**config.mk**
```make
export PLATFORM = sky130hd
export DESIGN_NAME = ac97_frame_tx
export DESIGN_NICKNAME = d
export VERILOG_FILES = /design/src/rtl/ac97_frame_tx.sv
export SDC_FILE = /design/constraint.sdc
export NUM_CORES = 1
export LEC_CHECK = 0
export CAP_MARGIN = 20
export CELL_PAD_IN_SITES_DETAIL_PLACEMENT = 1
export CELL_PAD_IN_SITES_GLOBAL_PLACEMENT = 1
export CORE_ASPECT_RATIO = 0.5
export CORE_MARGIN = 2
export CORE_UTILIZATION = 37
export DETAILED_ROUTE_END_ITERATION = 8
export PLACE_DENSITY = 0.76
export REMOVE_ABC_BUFFERS = 1
export SLEW_MARGIN = 20
export SYNTH_ARGS = -nofsm -noshare
export SYNTH_HDL_FRONTEND = slang
export SYNTH_SLANG_ARGS = --single-unit
export TNS_END_PERCENT = 10
```
**constraint.sdc**
```tcl
create_clock -name clock -period 1.7 [get_ports clock]
set_input_delay 0.17 -clock clock [delete_from_list [all_inputs] [get_ports clock]]
set_output_delay 0.17 -clock clock [all_outputs]
set_load 0.02 [all_outputs]
```
**src/rtl/ac97_frame_tx.sv**
```systemverilog
// ac97_frame_tx: serializes PCM samples and codec register writes into AC'97 output frames
module ac97_frame_tx #(
  parameter int INIT_CYCLES = 1024
) (
  input  logic        clock,
  input  logic        reset,
  input  logic [19:0] left_pcm,
  input  logic [19:0] right_pcm,
  input  logic        cmd_valid,
  input  logic [6:0]  cmd_addr,
  input  logic [15:0] cmd_data,
  output logic        cmd_ready,
  output logic        ready,
  output logic        ac97_sync,
  output logic        ac97_sdata_out
);
  localparam int CW = $clog2(INIT_CYCLES + 1);
  typedef enum logic {INIT, RUN} state_t;
  state_t        state, state_d;
  logic [CW-1:0] cnt;
  logic [7:0]    pos;
  logic [95:0]   shift, frame;
  logic          pending, capture, accept;
  logic [6:0]    addr_q;
  logic [15:0]   data_q;
  always_comb begin
    accept  = cmd_valid & cmd_ready;
    capture = state == INIT ? cnt == CW'(INIT_CYCLES - 1) : pos == 8'd255;
    state_d = capture ? RUN : state;
    frame   = {1'b1, pending, pending, 2'b11, 11'b0,
               1'b0, pending ? addr_q : 7'b0, 12'b0,
               pending ? data_q : 16'b0, 4'b0,
               left_pcm, right_pcm};
  end
  // Only the first 96 frame bits carry data; the shifter backfills zeros for slots 5-12.
  always_ff @(posedge clock) begin
    if (reset) begin
      state          <= INIT;
      cnt            <= '0;
      pos            <= '0;
      shift          <= '0;
      ready          <= 1'b0;
      ac97_sync      <= 1'b0;
      ac97_sdata_out <= 1'b0;
      cmd_ready      <= 1'b1;
      pending        <= 1'b0;
      addr_q         <= '0;
      data_q         <= '0;
    end else begin
      state          <= state_d;
      cnt            <= state == INIT ? cnt + CW'(1) : cnt;
      ready          <= capture;
      pos            <= capture ? 8'd0 : state == RUN ? pos + 8'd1 : pos;
      ac97_sync      <= capture | (state == RUN && pos < 8'd15);
      ac97_sdata_out <= capture ? frame[95] : state == RUN && shift[95];
      shift          <= capture ? {frame[94:0], 1'b0} : shift << 1;
      pending        <= accept | (pending & ~capture);
      cmd_ready      <= accept ? 1'b0 : (state == RUN && pos == 8'd0 && !pending) ? 1'b1 : cmd_ready;
      if (accept) begin
        addr_q <= cmd_addr;
        data_q <= cmd_data;
      end
    end
  end
endmodule

```
==> reports/results.md, run 1 <==
- 10.7 ps — worst clock skew on the final layout
- 19.0% — share of final-layout standard cells stronger than drive strength 1
- negative setup slack — violated checks
- 2 — number of buffers between clock root and the deepest sink
- 8.99 um2 — Mean Syn Cell Area
- 65 — final count of negative-setup-slack endpoints
- in -> reg — worst min path class
- sky130_fd_sc_hd__dfxtp_1 — most common library cell in the layout ignoring fill and taps
- 19.4% — GRT Total Usage
- 581 — instance count of the mapped netlist
- finished with violations — outcome
- yes — RSZ-0062 raised after global routing
- 54.8% — share of the yosys chip area belonging to registers
- 8100 um — DP HPWL
- 19.0 um — average routed wire per standard cell
- 40.7% — area delta synth->final
- 22600 um — first-pass GRT wire length
- -152 ps — worst path setup slack after routing
- 4 — number of H-tree levels
- 88.0 um — Die Y
- 315 — DR iter-0 viols
- 4613 — via count of the first global-routing pass
- reg -> reg — class of the most critical setup path
- 618 ps — worst slew pin tran
- 70 — number of I/O pins
- 0 — DR DRC count
- 58.8% — Slew Limit Headroom
- 736 — fin nets
- 0.713 mV — maximum vdd ir drop
- 16 — largest fanout of any net on the critical path
- 0 — sum of overflow across all layers after global routing
- 30 — number of cell rows
- 13700 um2 — Core Region
- 0% — proportion of synthesized flip-flops having asynchronous set or reset
- sky130_fd_sc_hd__dfxtp_1, sky130_fd_sc_hd__a21oi_1, sky130_fd_sc_hd__clkdlybuf4s50_1, sky130_fd_sc_hd__nand2_1, sky130_fd_sc_hd__nand3_1 — commonest cells after routing, fill and taps aside
- 0 — number of routed nets with antenna violations
- 0 — number of antenna violations at the first check in global routing
- 0 — Ant. Diodes
- 16600 um — Total Routed Length
- 0 — number of enable flip-flop cells after synthesis
- 4624 — via count of the routed design
- 1531 — Fillers
- 7350 um2 — cell area after layout
- 5 — DRT Pass-1 Iters
- register — critical path endpoint category
- 5220 um2 — synthesized cell area
- 143 — register bit count reported by yosys
- 0.739 — final weighted congestion in routability-driven placement
- 17 — total CTS buffers
- 0 — final hold vios
- 5.30 — via density per instance
- 0 — max-cap viol count
- 143 — number of sinks handled by clock tree synthesis
- 38 — Netlist cell types
- 109% — period utilization
- 6230 um2 — Area after DPL
- 0.540 GHz — maximum clock frequency
- -150 ps — R2R Setup Slk
- 70 ps — clock transition at the register clock pins on the worst setup and hold paths after CTS
- 15100 um2 — Die Outline Area
- register — CP Launch Type
- 872 — final cell count without fillers
- 0 — hold buffer count at CTS
- sky130_fd_sc_hd__clkbuf_16 — clock root buffer master
- 824 — Inst Count DP
- 2140 ps — data arrival time of the critical path
- 1990 ps — CP Data Required Time
- 172 um — horizontal die dimension
- 0 — number of max-slew violations in the final report
- 0 — count of yosys warnings during synthesis
- 1850 ps — Min Clock Period, post-route
- sky130_fd_sc_hd__dfxtp_1 — commonest register cell after synthesis
- 2.67 nW — Leakage Power
- 38.2% — starting density of the core
- 1030 nW/um2 — Power Density
- 57 — maximum number of pins on one net before global-route repair
- yes — TritonCTS clock tree
- 430 ps — latest clock arrival within the worst-skew pair
- 69 — Port Buf Inserts
[per-layer routing]
layer	share of wire [%]	global-route usage, %	routed length [um]	up-vias
li1	-	-	-	2179
met1	43	24.1	7160	2309
met3	5.1	4.74	848	23
met2	50	32.9	8310	113
met4	1.7	7.64	282	0
met5	0	0	0	-
[through the flow]
step           util (%)  setup slack [ps]  hold WS (ps)  setup TNS, ps  total power, W
4_1_cts            50.4             0.814          51.4              0         0.00758
5_1_grt            53.8              -195          72.0          -9810         0.00783
6_report           53.8              -152          72.3          -5330         0.00754
3_5_place_dp       45.6              -141           413          -7020         0.00387
2_1_floorplan         -             -1920           232        -159440         0.00359
3_3_place_gp       45.6             -72.5           409          -3170         0.00386
[state kept, by name, indices dropped and copies added (netlist names)]
signal and flops:
pending 1, ac97_sync 1, ac97_sdata_out 1, cmd_ready 1, data_q 16, shift 95, state 1, addr_q 7
cnt 11, pos 8, ready 1
[repair_timing]
item,CTS,global route
pin swaps,3,9
resized for setup,10,44
setup buffers,0,3
gates cloned,1,12
setup endpoints to repair,65,104
[worst max-delay path, stage by stage (launching register included)]
cell,delay (ps)
sky130_fd_sc_hd__dfxtp_2,360
sky130_fd_sc_hd__ha_4,130
sky130_fd_sc_hd__nand4_1,190
sky130_fd_sc_hd__or3_4,560
sky130_fd_sc_hd__clkbuf_16,230
sky130_fd_sc_hd__nand3_1,130
sky130_fd_sc_hd__a21oi_1,100
[kinds of logic after synthesis]
family	Yosys count	synth area share [%]
simple gates	205	19.8
compound gates	156	16.3
flops	143	54.8
buf+inv	56	5.27
xor+xnor	16	2.68
fa+ha+maj	3	0.719
mux	2	0.383
[synthesized netlist by cell type (all sizes together), types with 2 or more instances]
cell,n,area (um2)
nand4b,3,32.5
xnor2,9,78.8
or3,2,12.5
nor2b,2,12.5
nor2,25,93.8
nor3,7,40.0
buf,26,163
nor4b,2,17.5
nand2,58,218
a21oi,90,454
o211ai,23,173
nand3,68,345
clkbuf,26,97.6
o21ai,40,200
nor4,2,27.5
xor2,7,61.3
and2,29,181
dfxtp,143,2860
mux2i,2,20.0
nand4,2,12.5
ha,3,37.5
inv,4,15.0
[report_power, final]
part           leakage [nW]  internal, W  switching [W]
clock network         0.286      0.00209        0.00164
logic                  1.22     0.000205       0.000179
registers              1.16      0.00339      0.0000311
total                  2.67      0.00569        0.00185
[final timing paths]
path | start | endpoint | cells past startpoint
worst max register to register | pos[0] | shift[57] | 6
worst max-delay path | pos[0] | shift[57] | 6
worst min-delay path | reset | data_q[0] | 2
worst min register to register | shift[83] | shift[84] | 1
[area by class of cell]
type / count / area, um2 / area share, %
Clock buffer: 17 / 425 / 5.79
Clock inverter: 15 / 168 / 2.28
Inverter: 4 / 15.0 / 0.204
Multi-Input combinational cell: 382 / 2280 / 31.1
Sequential cell: 143 / 2870 / 39.1
Tap cell: 192 / 240 / 3.27
Timing Repair Buffer: 119 / 1350 / 18.3
No activity file was read; power rests on OpenSTA's default activity.
==> inputs of run 2 (changes only) <==
SKIP_LAST_GASP = 1   (was not set)
==> reports/results.md, run 2 (same netlist as run 1, synthesis figures left out) <==
- 10.8 ps — worst clock skew on the final layout
- 172 um — horizontal die dimension
- 15100 um2 — Die Outline Area
- 0 — number of max-slew violations in the final report
- sky130_fd_sc_hd__clkbuf_16 — clock root buffer master
- -104 ps — worst path setup slack after routing
- 1537 — Fillers
- 4.74% — met3 usage
- 550 ps — stage delay of the slowest cell on the critical path
- 16.4% — share of final-layout standard cells stronger than drive strength 1
- 2080 ps — data arrival time of the critical path
- sky130_fd_sc_hd__or3_4 — crit path max-delay cell type
- met2 — highest-utilization routing layer at the global route stage
- reset — Hold Startpoint
- 0 — Ant. Diodes
- 45.4% — relative contribution of sequential cells to total power
- 16 — largest fanout of any net on the critical path
- 49.5% — proportion of power drawn by the clock network
- 22600 um — first-pass GRT wire length
- 106% — period utilization
- 69 — Port Buf Inserts
- 13700 um2 — Core Region
- pos[1] — Crit. Startpoint
- ha_4 > nand4_1 > or3_4 > clkbuf_16 > nand3_1 > a21oi_1 — series of cell instances along the critical path
- pos[1] — Worst R2R Start
- 0.739 — final weighted congestion in routability-driven placement
- 283 — DR iter-0 viols
- 1800 ps — Min Clock Period, post-route
- 1980 ps — CP Data Required Time
- 70 — number of I/O pins
- reg -> reg — class of the most critical setup path
- 30 — number of cell rows
- 0 — hold buffer count at CTS
- 0 — max-cap viol count
- 0 — DR DRC count
- 88.0 um — Die Y
- 39.8% — area delta synth->final
- 1030 nW/um2 — Power Density
- -141 ps — post-place setup slack
- sky130_fd_sc_hd__dfxtp_1, sky130_fd_sc_hd__a21oi_1, sky130_fd_sc_hd__clkdlybuf4s50_1, sky130_fd_sc_hd__nand3_1, sky130_fd_sc_hd__nand2_1 — commonest cells after routing, fill and taps aside
- 0.554 GHz — maximum clock frequency
- register — CP Launch Type
- 737 — fin nets
- 0.00569 W — internal power
- 0 — number of antenna violations at the first check in global routing
- 18.7 um — average routed wire per standard cell
- 16300 um — Total Routed Length
- 430 ps — latest clock arrival within the worst-skew pair
- 5.1% — share of total power in combinational logic
- shift — Largest Register
- sky130_fd_sc_hd__dfxtp_1 — most common library cell in the layout ignoring fill and taps
- 33.0% — grt met2 use
- 2.67 nW — Leakage Power
- 23.9% — met1 demand-to-capacity share in global routing
- 70 ps — clock transition at the register clock pins on the worst setup and hold paths after CTS
- 19.3% — GRT Total Usage
- finished with violations — outcome
- shift (95), data_q (16), cnt (11) — largest registers
- 0.694 mV — maximum vdd ir drop
- 95 — number of flip-flops under the largest register name
- 143 — number of sinks handled by clock tree synthesis
- 38.2% — starting density of the core
- yes — TritonCTS clock tree
- 57 — maximum number of pins on one net before global-route repair
- 5.25 — via density per instance
- 4 — number of H-tree levels
- 2 — number of buffers between clock root and the deepest sink
- in -> reg — worst min path class
- 0.00185 W — net switching power
- 587 ps — worst slew pin tran
- yes — RSZ-0062 raised after global routing
- 60.9% — Slew Limit Headroom
- 0 — number of routed nets with antenna violations
- 824 — Inst Count DP
- 76 — final count of negative-setup-slack endpoints
- 17 — total CTS buffers
- 4630 — via count of the first global-routing pass
- 24.6% — switching power share of the total
- register — critical path endpoint category
- 5 — DRT Pass-1 Iters
- 0 — sum of overflow across all layers after global routing
- 8100 um — DP HPWL
- negative setup slack — violated checks
- 4582 — via count of the routed design
- 0 — final hold vios
- 873 — final cell count without fillers
## run 2: final timing paths
path / to / slack [ps] / cells after the start
hold reg to reg: shift[62] / 430 / 1
setup reg to reg: shift[17] / -100 / 6
setup / recovery: shift[17] / -100 / 6
hold / removal: shift[48] / 70 / 2
## run 2: metal layers
| layer | vias to the layer above | part of all wire (%) |
|---|---|---|
| met1 | 2293 | 45 |
| met5 | - | 0 |
| met4 | 0 | 1.4 |
| li1 | 2184 | - |
| met3 | 18 | 3.8 |
| met2 | 87 | 50 |
## run 2: critical path: cells and delay by family (launching register included)
| kind | cells | cell delay [ps] |
|---|---|---|
| compound gates | 1 | 70 |
| flops | 1 | 370 |
| fa+ha+maj | 1 | 140 |
| buf+inv | 1 | 220 |
| simple gates | 3 | 840 |
## run 2: repair_timing
item	4_1_cts	5_1_grt
gates cloned	1	12
buffers inserted	0	4
setup endpoints to repair	65	104
pin swaps	3	5
resized for setup	7	32
## run 2: cell type report
cell class,count,area [um2],area share (%)
Sequential cell,143,2870,39.3
Multi-Input combinational cell,382,2210,30.3
Timing Repair Buffer,120,1370,18.8
Clock buffer,17,425,5.83
Tap cell,192,240,3.29
Clock inverter,15,168,2.30
Inverter,4,15.0,0.206
## run 2: through the flow
stage	setup TNS, ps	util [%]	instance area (um2)	hold WS (ps)	power [W]
final	-3860	53.4	7300	72.0	0.00754
after global routing	-11020	53.4	7300	77.8	0.00783
after CTS	-250	50.3	6880	51.4	0.00757
after detailed placement	-7020	45.6	6230	413	0.00387
after global placement	-3170	45.6	6230	409	0.00386
after floorplan	-159440	-	4960	232	0.00359
## run 2: power by group through the flow
stage               logic [W]  registers (W)  clock network (W)
floorplan           0.0000853        0.00350                  0
global placement     0.000363        0.00349                  0
detailed placement   0.000369        0.00350                  0
CTS                  0.000374        0.00342            0.00378
global route         0.000416        0.00343            0.00398
finish               0.000384        0.00343            0.00373
==> RTL edit: new RTL, settings of run 1 <==
Make the reset (`reset`) asynchronous in one clocked block.
--- a/src/rtl/ac97_frame_tx.sv
+++ b/src/rtl/ac97_frame_tx.sv
@@ -33,7 +33,7 @@
                left_pcm, right_pcm};
   end
   // Only the first 96 frame bits carry data; the shifter backfills zeros for slots 5-12.
-  always_ff @(posedge clock) begin
+  always_ff @(posedge clock or posedge reset) begin
     if (reset) begin
       state          <= INIT;
       cnt            <= '0;
Formal check against the unedited RTL: differs if reset is asserted again (counterexample within 4 cycles, from zero or initial values and one cycle with reset high); with reset held inactive, the same outputs for 10 cycles.
==> RTL edit against run 1 <==
  * The flow still finishes with violations (setup timing)
  * Cell count down 16%
  * Total power is 4.9% higher
  * Cell area increased by 3.6%
  * Sequential cell count unchanged
  * Die area up 8.0%
  * Critical path depth stayed put
  * Via count decreased by 22%
  * Area after synthesis increased by 8.3%
  * Worst setup slack gained 0.073 ns
  * Wire length decreased by 13%
  * Critical endpoint is now shift[28]
==> RTL edit: results (changes against run 1) <==
* Status: finished with violations
* Failing checks: setup timing
* Placed instance count at 693 (-16%)
* Flop2flop setup slack at -0.08 ns (+0.07 ns)
* Multi-input combinational area share at 26.3% (-4.7 points)
* Drt via density at 4.95 (-6.6%)
* Final Setup Violations at 49 (-25%)
* Worst Hold Class: in2async
* Post-synth cell types at 36 (-5.3%)
* GR met1 Demand/Resource at 22.3% (-1.7 points)
* Final Worst Setup Slack at -0.0790 ns (+0.0730 ns)
* PD cells at 1040 mW/mm^2 (+1.3%)
* Critical path origin: cnt[0]
* Peak supply drop at 751 uV (+5.3%)
* Pre-CTS setup slack at -0.134 ns (+0.00659 ns)
* Sequential share of cell area at 47.0% (+8.0 points)
* CP max stage delay at 0.39 ns (-0.17 ns)
* Setup TNS at -2.16 ns (+3.17 ns)
* Worst-Margin Slew at 0.627 ns (+0.00890 ns)
* Placed Instance Area at 0.00680 sq mm (+9.2%)
* P_comb at 0.393 mW (+2%)
* Dpl hpwl at 8060 um (-0.38%)
* Ys async rst share at 100% (+100 points)
* Crit-path slowest cell: dfrtp_1
* Iter 0 DRT Violations at 164 (-48%)
* Setup crit end: shift[28]
RTL edit: changes by cell type in the layout (fill, tap and decap cells not counted), sizes merged, moves of 5 or more:
| cell | change |
|---|---|
| nor2 | -22 |
| and3 | +30 |
| dfrtp | +142 |
| inv | -5 |
| o211ai | -23 |
| a21oi | -84 |
| dfxtp | -143 |
| mux2 | +65 |
| nor3 | -7 |
| o21ai | -12 |
| nand2 | -21 |
| nand3 | -38 |
| and2 | -27 |
RTL edit: logic make-up (layout without fill, tap and decap cells):
family | count (synthesis) | count (layout) | share of synthesized area (%)
adders and majority gates | 3 | 3 | 0.664
buffers and inverters | 33 | 151 | 3.12
and+or+nand+nor | 124 | 124 | 12.1
AOI/OAI and AO/OA | 39 | 39 | 3.65
DFF | 143 | 143 | 63.3
xor gates and xnor gates | 9 | 9 | 1.39
muxes | 66 | 66 | 15.8
RTL edit: repair_timing:
item	in CTS	in global routing
gates resized for setup	19	17
setup endpoints to repair	93	89
pin swaps	8	2
buffers inserted	6	3
